## src/rtl/ttt_pkg.sv

```systemverilog
`default_nettype none
// ============================================================================
// Module   : ttt_pkg
// Brief    : Shared state encoding and line masks for the tic-tac-toe engine.
// Revision : 1.0
// ============================================================================
package ttt_pkg;

    localparam int CELLS = 9;

    typedef enum logic [1:0] {
        PLAY  = 2'd0,
        CHECK = 2'd1,
        HOLD  = 2'd2,
        CLEAR = 2'd3
    } ttt_state_t;

    // Cell i is bit i, row-major from the top-left corner.
    localparam logic [8:0] WIN_LINES [8] = '{
        9'b000_000_111,
        9'b000_111_000,
        9'b111_000_000,
        9'b001_001_001,
        9'b010_010_010,
        9'b100_100_100,
        9'b100_010_001,
        9'b001_010_100
    };

endpackage
`default_nettype wire

```

## src/rtl/ttt_win_detect.sv

```systemverilog
`default_nettype none
// ============================================================================
// Module   : ttt_win_detect
// Brief    : Flags a player plane that fully covers any row, column or diagonal.
// Revision : 1.0
// ============================================================================
module ttt_win_detect
    import ttt_pkg::*;
(
    input  logic [CELLS-1:0] plane,
    output logic             win
);

    logic [7:0] w_hit;

    generate
        for (genvar gi = 0; gi < 8; gi++) begin : g_line
            assign w_hit[gi] = ((plane & WIN_LINES[gi]) == WIN_LINES[gi]);
        end
    endgenerate

    assign win = |w_hit;

endmodule
`default_nettype wire

```

## src/rtl/ttt_game_ctrl.sv

```systemverilog
`default_nettype none
// ============================================================================
// Module   : ttt_game_ctrl
// Brief    : Tic-tac-toe move engine: debounced key, legality, win/draw, scores.
// Revision : 1.0
// ============================================================================
module ttt_game_ctrl
    import ttt_pkg::*;
#(
    parameter int HOLD_CYCLES = 50_000_000,
    parameter int LOCKOUT     = 5_000_000,
    parameter int SCORE_MAX   = 10
) (
    input  logic        clk,
    input  logic        resetG,
    input  logic        KEY,
    input  logic [3:0]  sel,
    input  logic        new_game,
    output logic [17:0] p,
    output logic        turn,
    output logic [3:0]  win1,
    output logic [3:0]  win2,
    output logic        game_over,
    output logic        illegal
);

    localparam int HOLD_W = (HOLD_CYCLES > 1) ? $clog2(HOLD_CYCLES + 1) : 1;
    localparam int LOCK_W = (LOCKOUT > 1) ? $clog2(LOCKOUT + 1) : 1;

    logic              r_key_meta_q, r_key_sync_q, r_key_prev_q;
    logic [LOCK_W-1:0] r_lock_q, w_lock_d;
    logic [HOLD_W-1:0] r_hold_q, w_hold_d;
    ttt_state_t        r_state_q, w_state_d;
    logic [17:0]       r_p_q, w_p_d;
    logic              r_turn_q, w_turn_d;
    logic [3:0]        r_win1_q, w_win1_d;
    logic [3:0]        r_win2_q, w_win2_d;
    logic              r_game_over_q, w_game_over_d;
    logic              r_illegal_q, w_illegal_d;

    logic             w_press;
    logic [CELLS-1:0] w_occ, w_onehot, w_mover_plane;
    logic             w_legal, w_win, w_full;

    // Key is active-low and asynchronous; sync chain idles high.
    always_ff @(posedge clk or negedge resetG) begin
        if (!resetG) begin
            r_key_meta_q <= 1'b1;
            r_key_sync_q <= 1'b1;
            r_key_prev_q <= 1'b1;
        end else begin
            r_key_meta_q <= KEY;
            r_key_sync_q <= r_key_meta_q;
            r_key_prev_q <= r_key_sync_q;
        end
    end

    assign w_press = r_key_prev_q & ~r_key_sync_q & (r_lock_q == '0);

    always_comb begin
        w_lock_d = r_lock_q;
        if (w_press) begin
            w_lock_d = LOCK_W'(LOCKOUT);
        end else if (r_lock_q != '0) begin
            w_lock_d = r_lock_q - 1'b1;
        end
    end

    assign w_occ         = r_p_q[8:0] | r_p_q[17:9];
    assign w_onehot      = 9'd1 << sel;
    assign w_legal       = (sel <= 4'd8) && ((w_occ & w_onehot) == '0);
    assign w_mover_plane = r_turn_q ? r_p_q[17:9] : r_p_q[8:0];
    assign w_full        = &w_occ;

    ttt_win_detect u_win_detect (
        .plane (w_mover_plane),
        .win   (w_win)
    );

    always_comb begin
        w_state_d     = r_state_q;
        w_p_d         = r_p_q;
        w_turn_d      = r_turn_q;
        w_win1_d      = r_win1_q;
        w_win2_d      = r_win2_q;
        w_game_over_d = r_game_over_q;
        w_hold_d      = r_hold_q;
        w_illegal_d   = 1'b0;

        if (new_game) begin
            w_state_d     = PLAY;
            w_p_d         = '0;
            w_turn_d      = 1'b0;
            w_game_over_d = 1'b0;
            w_hold_d      = '0;
        end else begin
            case (r_state_q)
                PLAY: begin
                    if (w_press) begin
                        if (w_legal) begin
                            if (r_turn_q) w_p_d[17:9] = r_p_q[17:9] | w_onehot;
                            else          w_p_d[8:0]  = r_p_q[8:0]  | w_onehot;
                            w_state_d = CHECK;
                        end else begin
                            w_illegal_d = 1'b1;
                        end
                    end
                end
                CHECK: begin
                    if (w_win || w_full) begin
                        w_state_d     = HOLD;
                        w_game_over_d = 1'b1;
                        w_hold_d      = '0;
                        if (w_win && r_turn_q && (r_win2_q != 4'(SCORE_MAX))) begin
                            w_win2_d = r_win2_q + 4'd1;
                        end
                        if (w_win && !r_turn_q && (r_win1_q != 4'(SCORE_MAX))) begin
                            w_win1_d = r_win1_q + 4'd1;
                        end
                    end else begin
                        w_turn_d  = ~r_turn_q;
                        w_state_d = PLAY;
                    end
                end
                HOLD: begin
                    // Board is wiped on entry to CLEAR so game_over spans exactly HOLD_CYCLES.
                    if (r_hold_q == HOLD_W'(HOLD_CYCLES - 1)) begin
                        w_state_d     = CLEAR;
                        w_p_d         = '0;
                        w_turn_d      = 1'b0;
                        w_game_over_d = 1'b0;
                        w_hold_d      = '0;
                    end else begin
                        w_hold_d = r_hold_q + 1'b1;
                    end
                end
                CLEAR: begin
                    w_state_d     = PLAY;
                    w_p_d         = '0;
                    w_turn_d      = 1'b0;
                    w_game_over_d = 1'b0;
                end
                default: w_state_d = PLAY;
            endcase
        end
    end

    always_ff @(posedge clk or negedge resetG) begin
        if (!resetG) begin
            r_state_q     <= PLAY;
            r_p_q         <= '0;
            r_turn_q      <= 1'b0;
            r_win1_q      <= '0;
            r_win2_q      <= '0;
            r_game_over_q <= 1'b0;
            r_illegal_q   <= 1'b0;
            r_hold_q      <= '0;
            r_lock_q      <= '0;
        end else begin
            r_state_q     <= w_state_d;
            r_p_q         <= w_p_d;
            r_turn_q      <= w_turn_d;
            r_win1_q      <= w_win1_d;
            r_win2_q      <= w_win2_d;
            r_game_over_q <= w_game_over_d;
            r_illegal_q   <= w_illegal_d;
            r_hold_q      <= w_hold_d;
            r_lock_q      <= w_lock_d;
        end
    end

    assign p         = r_p_q;
    assign turn      = r_turn_q;
    assign win1      = r_win1_q;
    assign win2      = r_win2_q;
    assign game_over = r_game_over_q;
    assign illegal   = r_illegal_q;

endmodule
`default_nettype wire
```

## config.mk

```make
export PLATFORM = sky130hd
export DESIGN_NAME = ttt_game_ctrl
export DESIGN_NICKNAME = d
export VERILOG_FILES = /design/src/rtl/ttt_pkg.sv /design/src/rtl/ttt_win_detect.sv /design/src/rtl/ttt_game_ctrl.sv
export SDC_FILE = /design/constraint.sdc
export NUM_CORES = 1
export LEC_CHECK = 0
export CAP_MARGIN = 20
export CORE_AREA = 2 2 90 92
export DETAILED_ROUTE_END_ITERATION = 6
export DIE_AREA = 0 0 92 94
export HOLD_SLACK_MARGIN = 0.15
export PLACE_DENSITY = 0.81
export SLEW_MARGIN = 20
export SYNTH_ARGS = -nofsm -noshare
export SYNTH_HDL_FRONTEND = slang
export SYNTH_HIERARCHICAL = 1
export SYNTH_SLANG_ARGS = --single-unit
```

## constraint.sdc

```tcl
create_clock -name clk -period 7.36 [get_ports clk]
set_input_delay 1.104 -clock clk [delete_from_list [all_inputs] [get_ports clk]]
set_output_delay 1.104 -clock clk [all_outputs]
set_load 0.01 [all_outputs]
```

Yosys cells after proc, flatten, opt, wreduce, memory -nomap -nowiden
Cells that the tools add are included.

Add/sub/neg operators: 4. $lt $le $gt $ge: 1. Equality and inequality tests: 21. Shifts and indexed selects: 1. Mux-type cells: 31. Bitwise gates (word level): 9. Reduce and logical (&&, ||, !) cells: 25.

Operators by type and width (count): $mux 26 (3); $mux 18 (4); $pmux 18 s3 (1); $pmux 26 s2 (1); $mux 23 (2); $mux 9 (3); $or 9x9->9 (3); $add 26x1->26 const B (1); $eq 26x26->1 const B (1); $eq 3x3->1 const B (8); $logic_not 23->1 (1); $reduce_bool 23->1 (1); $sub 23x1->23 const B (1); $ne 3x3->1 const B (7); $mux 2 (5); $reduce_and 5->1 (2); $and 9x9->9 (1); $logic_not 9->1 (1); $mux 1 (9); $reduce_and 3->1 (3); $reduce_and 9->1 (1); $shl 1x4->9 const A (1); $add 4x1->4 const B (2); $ne 4x4->1 const B (2); 17 further kinds (28).

Bits in registers: 83. Output and inout bits: 29. Logic and storage cells: 105.

Depth between registers and ports, before layout
Gate-level depths: netlist of the first run.

Depth after elaboration: 8. Mapped depth: 14. Mapped depth without buffers: 11.

By module
The synthesis of the first run kept the hierarchy.

Modules (own cells, without submodules): ttt_game_ctrl (times used 1, cells each 471, area each 4456.8 um^2, seq. area each 2080.7 um^2); ttt_win_detect (times used 1, cells each 8, area each 55.1 um^2, seq. area each 0.0 um^2).

Worst setup path after synthesis of the first run
Ideal clock, no wire load.

Kind: reg-to-reg. Start point: register r_turn_q, in the netlist turn. End point: register r_hold_q[21]. Library setup time: 0.132 ns. Arrival time: 2.946 ns. Data required time: 7.228 ns. Path slack: 4.282 ns. Cell stages (with the launch flop): 15. Buffers on the path: 3. Clock period less this slack: 3.078 ns. Path through: dfrtp_1 -> clkbuf_1 -> clkbuf_1 -> mux2_2 -> a22o_1 -> a22oi_1 -> nand4_1 -> nor3b_1 -> o41ai_1 -> o311ai_1 -> or3_1 -> buf_2 -> nor3_1 -> xnor2_1 -> nor2_1.

Cells in the longest elaborated chain, start to end: 6.

RTL lines: from (decl) (RTL line ttt_game_ctrl.sv:35) `logic r_turn_q, w_turn_d;`; from (signal assigned) (RTL line ttt_game_ctrl.sv:162) `r_turn_q <= w_turn_d;`; $mux 9 (*) (RTL line ttt_game_ctrl.sv:72) `assign w_mover_plane = r_turn_q ? r_p_q[17:9] : r_p_q[8:0];`; via w_mover_plane[7] (RTL line ttt_game_ctrl.sv:42) `logic [CELLS-1:0] w_occ, w_onehot, w_mover_plane;`; $eq 3x3->1 (RTL line ttt_win_detect.sv:18) `assign w_hit[gi] = ((plane & WIN_LINES[gi]) == WIN_LINES[gi]);`; $reduce_or 8->1 (*) (RTL line ttt_win_detect.sv:22) `assign win = |w_hit;`; via w_win (RTL line ttt_game_ctrl.sv:43) `logic w_legal, w_win, w_full;`; $logic_or 1x1->1 (*) (RTL line ttt_game_ctrl.sv:110) `if (w_win || w_full) begin`; $ne 3x3->1 (no source line) (*); $reduce_and 2->1 (no source line) (*); to (signal assigned) (RTL line ttt_game_ctrl.sv:167) `r_hold_q <= w_hold_d;`; to (decl) (RTL line ttt_game_ctrl.sv:32) `logic [HOLD_W-1:0] r_hold_q, w_hold_d;`.

The timed path passes the listed nets; every way through them passes the cells marked *. A chain may end at the register's enable or synchronous reset.

Worst setup path after layout of the first run
Start point: input port sel[1]. End point: register r_p_q[12], in the netlist p[12].

Cells in the longest elaborated chain, start to end: 7.

RTL lines: from (decl) (RTL line ttt_game_ctrl.sv:17) `input logic [3:0] sel,`; $shl 1x4->9 (RTL line ttt_game_ctrl.sv:70) `assign w_onehot = 9'd1 << sel;`; $or 9x9->9 (RTL line ttt_game_ctrl.sv:101) `if (r_turn_q) w_p_d[17:9] = r_p_q[17:9] | w_onehot;`; $mux 9 (RTL line ttt_game_ctrl.sv:101); $mux 18 (RTL line ttt_game_ctrl.sv:100) `if (w_legal) begin`; $mux 18 (RTL line ttt_game_ctrl.sv:99) `if (w_press) begin`; $pmux 18 s3 (RTL line ttt_game_ctrl.sv:97) `case (r_state_q)`; $mux 18 (RTL line ttt_game_ctrl.sv:90) `if (new_game) begin`; to (signal assigned) (RTL line ttt_game_ctrl.sv:161) `r_p_q <= w_p_d;`; to (decl) (RTL line ttt_game_ctrl.sv:34) `logic [17:0] r_p_q, w_p_d;`.

Parallel ways exist; a longest one is shown, timed or not. The select of a mux whose other input is x is not followed.

==> key figures, run 1 <==
STA
  • Max-slew violations: 0
  • RSZ-0062 raised after global routing: no
  • Fin Clk Skew: 0.00743 ns
  • Final period utilization: 54.8%
  • Min Tclk post-route: around 4.0 ns
  • Fin. Hold Viols: 0
  • Highest Clock Rate: around 250 MHz
  • Max_slew headroom: 26.2%
  • TNS Setup: 0 ns
  • Worst-Margin Slew: 1.11 ns
  • Final setup fails: 0

Final layout
  • Most common cell after layout, fill and taps aside: dfrtp_1
  • Final #Nets: 529
  • Sequential cell area: 0.00208 mm2
  • Area Overhead vs Synth: 14.5%
  • Commonest non-fill, non-tap cells in the layout: dfrtp_1 (80), nor2_1 (76), a21oi_1 (38)
  • Area of the multi-input gates: 0.00231 mm2
  • Share of cells above drive strength 1: 11.1%
  • Diodes inserted: 0
  • Filler cell count in the final layout: 603

Clock tree
  • Setup Buffers After CTS: 0
  • Worst-Skew Late Latency: 0.35 ns
  • Total CTS buffers: 9
  • Hold_buf cts: 0
  • Post-cts resize count: 0
  • Max clock buf depth: 2
  • Worst-path clk slew: roughly 0.080 ns
  • Clock sinks: 83
  • CTS H-tree lvls: 3
  • Root Driver: clkbuf_8
  • CTS tree: yes

Placement
  • Post-detail-place hpwl: 6.92 mm
  • Routability cong.: 0.941
  • IO Port Bufs: 36

Drt
  • Post-DR wirelength/cell: 15.7 um
  • Via count: 3581
  • Post-route ant nets: 0
  • 1st-iter DRT viols: 225
  • Vias/cell: around 5.8
  • Residual DRC: 0
  • DR pass1 iterations: 4
  • Total Wirelength: 9.72 mm

Worst hold path
  • Hold crit path type: reg -> reg

Yosys
  • Synth Instances: 479
  • Ys async rst share: 100%
  • Post-synth top area share: 44.4%
  • Library cells used by synthesis: 65
  • Post-synth top area cell: dfrtp_1
  • Post-Syn Area: ~0.0045 mm2
  • Post-synth net total: 498
  • Seq/Total Area, Yosys: between 40% and 50%
  • Synth Register Bits: 83
  • Post-synth EDFFs: 0
  • Avg Cell Area, Syn: 9.42 um2
  • Dominant cells by area after synthesis: dfrtp_1 (44%), nor2_1 (6.3%), a21oi_1 (4.2%)
  • Dominant synthesized flop cell: dfrtp_1
  • Synth warnings: 6

Global route
  • Vias in the first global route: 3468
  • Gr usage total: between 20% and 30%
  • Largest net degree at the start of global routing: 84
  • Most Crowded Layer GR: met2
  • Initial antenna violation count: 0
  • Grt ovf: 0
  • First-pass GRT wire length: 16.7 mm
  • Grt met3 use: 4.17%
  • Met2 Track Usage GR: 39.1%
  • Grt met1 use: 34.1%

Worst setup path
  • Setup CP Type: in -> reg
  • Worst Path Max Fanout: 20
  • Startpoint Class: input port
  • Worst EP required: roughly 7.6 ns
  • Crit. End Element: flop
  • Worst path arrival time: 4.26 ns

Floorplanning
  • Initial Util: 59.3%
  • CORE AREA: 0.00761 mm2
  • Chip width: slightly above 90 um
  • Ports: 37
  • DIE HEIGHT: 94 um
  • Rows: 32
  • Die Area: 0.00865 mm2

Run
  • Max Cap Viol: 0

Power and ir drop
  • Leakage: 2.14 nW
  • Power Density: 240 mW/mm2
  • Tot Pwr: 1.24 mW
  • Maximum VDD drop: 0.000226 V

Status
  • Status: finished, final reports clean
-- cells in the mapped netlist, drive strengths merged, types with 10 or more instances --
| cell type | number |
|---|---|
| inv | 11 |
| nand2b | 10 |
| nor2 | 77 |
| a21oi | 38 |
| nor3 | 24 |
| mux2 | 13 |
| dfrtp | 80 |
| o21ai | 19 |
| xor2 | 10 |
| ha | 11 |
| xnor2 | 19 |
| o31ai | 12 |
| nand2 | 34 |
-- stage by stage --
stage	util, %	cell area, um2	hold WS, ns	setup slack (ns)	cells
after detailed placement	64.7	4920	0.349	3.02	601
after global routing	67.9	5160	0.365	3.20	617
final	67.9	5160	0.360	3.33	617
after global placement	64.7	4920	0.346	3.17	601
after CTS	67.8	5160	0.360	3.39	617
after floorplan	-	4510	0.345	4.28	479
-- cells by family after synthesis --
logic type	share of synthesized area, %
simple gates	24.8
xor+xnor	5.63
fa+ha+maj	3.05
compound gates	14.0
mux	3.69
buf+inv	2.77
flops	46.1
-- cell type report --
cell class | count | area share, %
multi-input cells | 368 | 44.6
flip-flops and latches | 83 | 40.3
repair buffers | 37 | 7.15
well taps | 102 | 2.47
clock buffers | 9 | 2.40
clock inverters | 7 | 2.25
inverters | 11 | 0.799
-- critical path, stage by stage --
cell             delay, ns
clkdlybuf4s50_1       0.45
or2_1                 0.35
or3b_4                0.44
o32ai_2               0.21
o22ai_1               0.19
a211oi_2              0.96
and2_1                0.45
nor2_1                0.10
-- path summary, 6_finish.rpt --
path                                         from                  endpoint  slack [ns]  depth (start not counted)
min                        r_key_meta_q$_DFF_PN1_    r_key_sync_q$_DFF_PN1_        0.36                          0
max reg2reg                      turn$_DFFE_PN0P_  r_hold_q[21]$_DFFE_PN0P_        3.81                         12
max                                        sel[1]         p[12]$_DFFE_PN0P_        3.33                          8
max in group asynchronous                  resetG  r_lock_q[18]$_DFFE_PN0P_        6.08                          1
min in group asynchronous                  resetG  r_hold_q[13]$_DFFE_PN0P_        0.78                          1
min reg2reg                r_key_meta_q$_DFF_PN1_    r_key_sync_q$_DFF_PN1_        0.36                          0
-- state kept, by name, summed over array words and instances, names as in the netlist --
signal,cells
r_hold_q,26
r_lock_q,23
p,18
win1,4
win2,4
r_state_q,2
game_over,1
illegal,1
r_key_meta_q,1
r_key_prev_q,1
r_key_sync_q,1
turn,1
-- routing by layer --
layer  share of wire [%]  up-vias  wire length, um
met5                   0        -                0
met2                  48       85             4670
li1                    -     1760                -
met1                  47     1727             4580
met4                0.87        0               85
met3                 4.0        9              384
-- report_power, final --
part	switching [mW]	internal [mW]	leakage, nW
logic	0.157	0.121	0.934
clock network	0.164	0.225	0.119
registers	0.0667	0.505	1.09
total	0.387	0.851	2.14
Note: power is estimated with default switching activity, not from simulation.
==> run 2: changes to the inputs <==
--- a/config.mk
+++ b/config.mk
@@ -6,11 +6,11 @@
 export NUM_CORES = 1
 export LEC_CHECK = 0
 export CAP_MARGIN = 20
-export CORE_AREA = 2 2 90 92
+export CORE_AREA = 2 2 92 94
 export DETAILED_ROUTE_END_ITERATION = 6
-export DIE_AREA = 0 0 92 94
+export DIE_AREA = 0 0 94 96
 export HOLD_SLACK_MARGIN = 0.15
-export PLACE_DENSITY = 0.81
+export PLACE_DENSITY = 0.78
 export SLEW_MARGIN = 20
 export SYNTH_ARGS = -nofsm -noshare
 export SYNTH_HDL_FRONTEND = slang
==> constraint.sdc (replaced) <==
create_clock -name clk -period 3.8 [get_ports clk]
set_input_delay 0.57 -clock clk [delete_from_list [all_inputs] [get_ports clk]]
set_output_delay 0.57 -clock clk [all_outputs]
set_load 0.01 [all_outputs]
==> run 2 against run 1 <==
  * Critical path depth is 3 higher
  * Sequential share of layout area is 0.23 points lower
  * Critical path type is now reg -> reg
  * Combinational power is 97% higher
  * Largest cell class unchanged
==> key figures, run 2 (synthesis results as in run 1) <==
Clock tree
  • Max clock buf depth: 2
  • CTS H-tree lvls: 3
  • Setup Buffers After CTS: 0
  • Clock sinks: 83
  • Post-cts resize count: 0
  • Worst-path clk slew: 0.09 ns
  • Root Driver: clkbuf_8
  • Worst-Skew Late Latency: 0.36 ns
  • Hold_buf cts: 0
  • Total CTS buffers: 9
  • CTS tree: yes

Final layout
  • Commonest non-fill, non-tap cells in the layout: dfrtp_1 (80), nor2_1 (76), a21oi_1 (38)
  • Area Overhead vs Synth: 15.1%
  • Non-Filler Instances: about 620
  • Post-Route Utilization: between 60 and 70%
  • Max reg flops: 26
  • Most common cell after layout, fill and taps aside: dfrtp_1
  • Filler cell count in the final layout: ~650
  • Final #Nets: 532
  • Sequential cell area: around 0.0021 mm2
  • Largest reg by FF count: r_hold_q
  • Share of cells above drive strength 1: 11.6%
  • Area of the multi-input gates: about 0.0023 mm2
  • Diodes inserted: 0

Worst hold path
  • Hold crit path type: in -> async

Power and ir drop
  • Leakage: ~2.2 nW
  • Reg power frac: 45.8%
  • Power Density: ~460 mW/mm2
  • Internal: 1.66 mW
  • Comb pwr share: ~23%
  • Switching share of power: 31.2%
  • Tot Pwr: 2.42 mW
  • Clk network pwr share: 31.5%
  • Maximum VDD drop: 0.000389 V
  • Net switching power: 0.753 mW

Floorplanning
  • Ports: 37
  • DIE HEIGHT: ~96 um
  • Die Area: 0.00902 mm2
  • CORE AREA: 0.00805 mm2
  • Rows: 33
  • Chip width: 94 um
  • Initial Util: 56.0%

STA
  • Max-slew violations: 0
  • Fin Clk Skew: 0.00940 ns
  • Final period utilization: 86.3%
  • Highest Clock Rate: approximately 300 MHz
  • Hold Slack: 0.245 ns
  • Fin. Hold Viols: 0
  • Min Tclk post-route: 3.28 ns
  • Max_slew headroom: 40.1%
  • TNS Setup: 0 ns
  • Final setup fails: 0
  • RSZ-0062 raised after global routing: no
  • Worst-Margin Slew: 0.885 ns

Status
  • Status: finished, final reports clean

Worst setup path
  • Startpoint Class: flop
  • Setup CP Type: reg -> reg
  • Worst EP required: 4.01 ns
  • Worst path arrival time: 3.49 ns
  • Crit. End Element: flop
  • Worst Path Max Fanout: 16

Placement
  • Post-detail-place hpwl: 6.84 mm
  • Routability cong.: 0.951
  • IO Port Bufs: 36
  • Placed cells: around 600

Drt
  • Post-DR wirelength/cell: 15.8 um
  • 1st-iter DRT viols: 305
  • Via count: 3730
  • Total Wirelength: 9.83 mm
  • Vias/cell: 5.99
  • Post-route ant nets: 0
  • DR pass1 iterations: 5
  • Residual DRC: 0

Global route
  • First-pass GRT wire length: 16.5 mm
  • Gr usage total: a little under a quarter
  • Largest net degree at the start of global routing: 84
  • Vias in the first global route: about 3500
  • Initial antenna violation count: 0
  • Grt ovf: 0

Run
  • Max Cap Viol: 0
run 2: metrics by stage:
step / setup slack [ns] / area, um2
after floorplan: 0.722 / 4510
after global placement: 0.720 / 4940
after detailed placement: 0.539 / 4940
after CTS: 0.562 / 5190
after global routing: 0.317 / 5190
final: 0.521 / 5190
run 2: critical path, cell delays in order (launching register included):
cell and delay (ns):
dfrtp_1 0.70, mux2_2 0.42, a22o_1 0.24, a22oi_1 0.19, nand4_1 0.17, nor3b_1 0.27
o41ai_1 0.13, o311ai_1 0.27, or3_1 0.41, nor3_1 0.10, xnor2_1 0.16, nor2_1 0.06
run 2: metal layers:
layer | global-route usage [%] | up-vias | part of all wire [%]
li1 | - | 1772 | -
met1 | 30.8 | 1794 | 45
met2 | 37.7 | 148 | 47
met3 | 5.48 | 16 | 6.2
met4 | 5.80 | 0 | 1.5
met5 | 0 | - | 0
run 2: layout make-up:
class                   instances  share of cell area, %
well taps                     105                   2.53
clock buffers                  13                   3.44
multi-input cells             368                   44.4
repair buffers                 40                   7.49
clock inverters                 3                   1.30
inverters                      11                  0.795
flip-flops and latches         83                   40.1
run 2: path summary, 6_finish.rpt:
path	to	startpoint	slack [ns]	cells after the start
max	r_hold_q[21]$_DFFE_PN0P_	turn$_DFFE_PN0P_	0.52	11
min	r_hold_q[17]$_DFFE_PN0P_	resetG	0.25	1
max reg2reg	r_hold_q[21]$_DFFE_PN0P_	turn$_DFFE_PN0P_	0.52	11
min reg2reg	r_key_sync_q$_DFF_PN1_	r_key_meta_q$_DFF_PN1_	0.36	0
max in group asynchronous	r_hold_q[22]$_DFFE_PN0P_	resetG	3.03	1
min in group clk	r_key_sync_q$_DFF_PN1_	r_key_meta_q$_DFF_PN1_	0.36	0
run 2: power groups by stage:
| stage | registers [mW] | clock network [mW] | logic (mW) |
|---|---|---|---|
| floorplan | 1.09 | 0 | 0.372 |
| global placement | 1.11 | 0 | 0.522 |
| detailed placement | 1.12 | 0 | 0.538 |
| CTS | 1.10 | 0.775 | 0.542 |
| global route | 1.12 | 0.809 | 0.601 |
| finish | 1.11 | 0.761 | 0.549 |
==> run 3: changes to the inputs <==
--- a/config.mk
+++ b/config.mk
@@ -9,7 +9,7 @@
 export CORE_AREA = 2 2 92 94
 export DETAILED_ROUTE_END_ITERATION = 6
 export DIE_AREA = 0 0 94 96
-export HOLD_SLACK_MARGIN = 0.15
+export HOLD_SLACK_MARGIN = 0.08
 export PLACE_DENSITY = 0.78
 export SLEW_MARGIN = 20
 export SYNTH_ARGS = -nofsm -noshare
==> results of run 3 <==
Same layout as run 2: the final DEF is identical, and so are final timing and power.
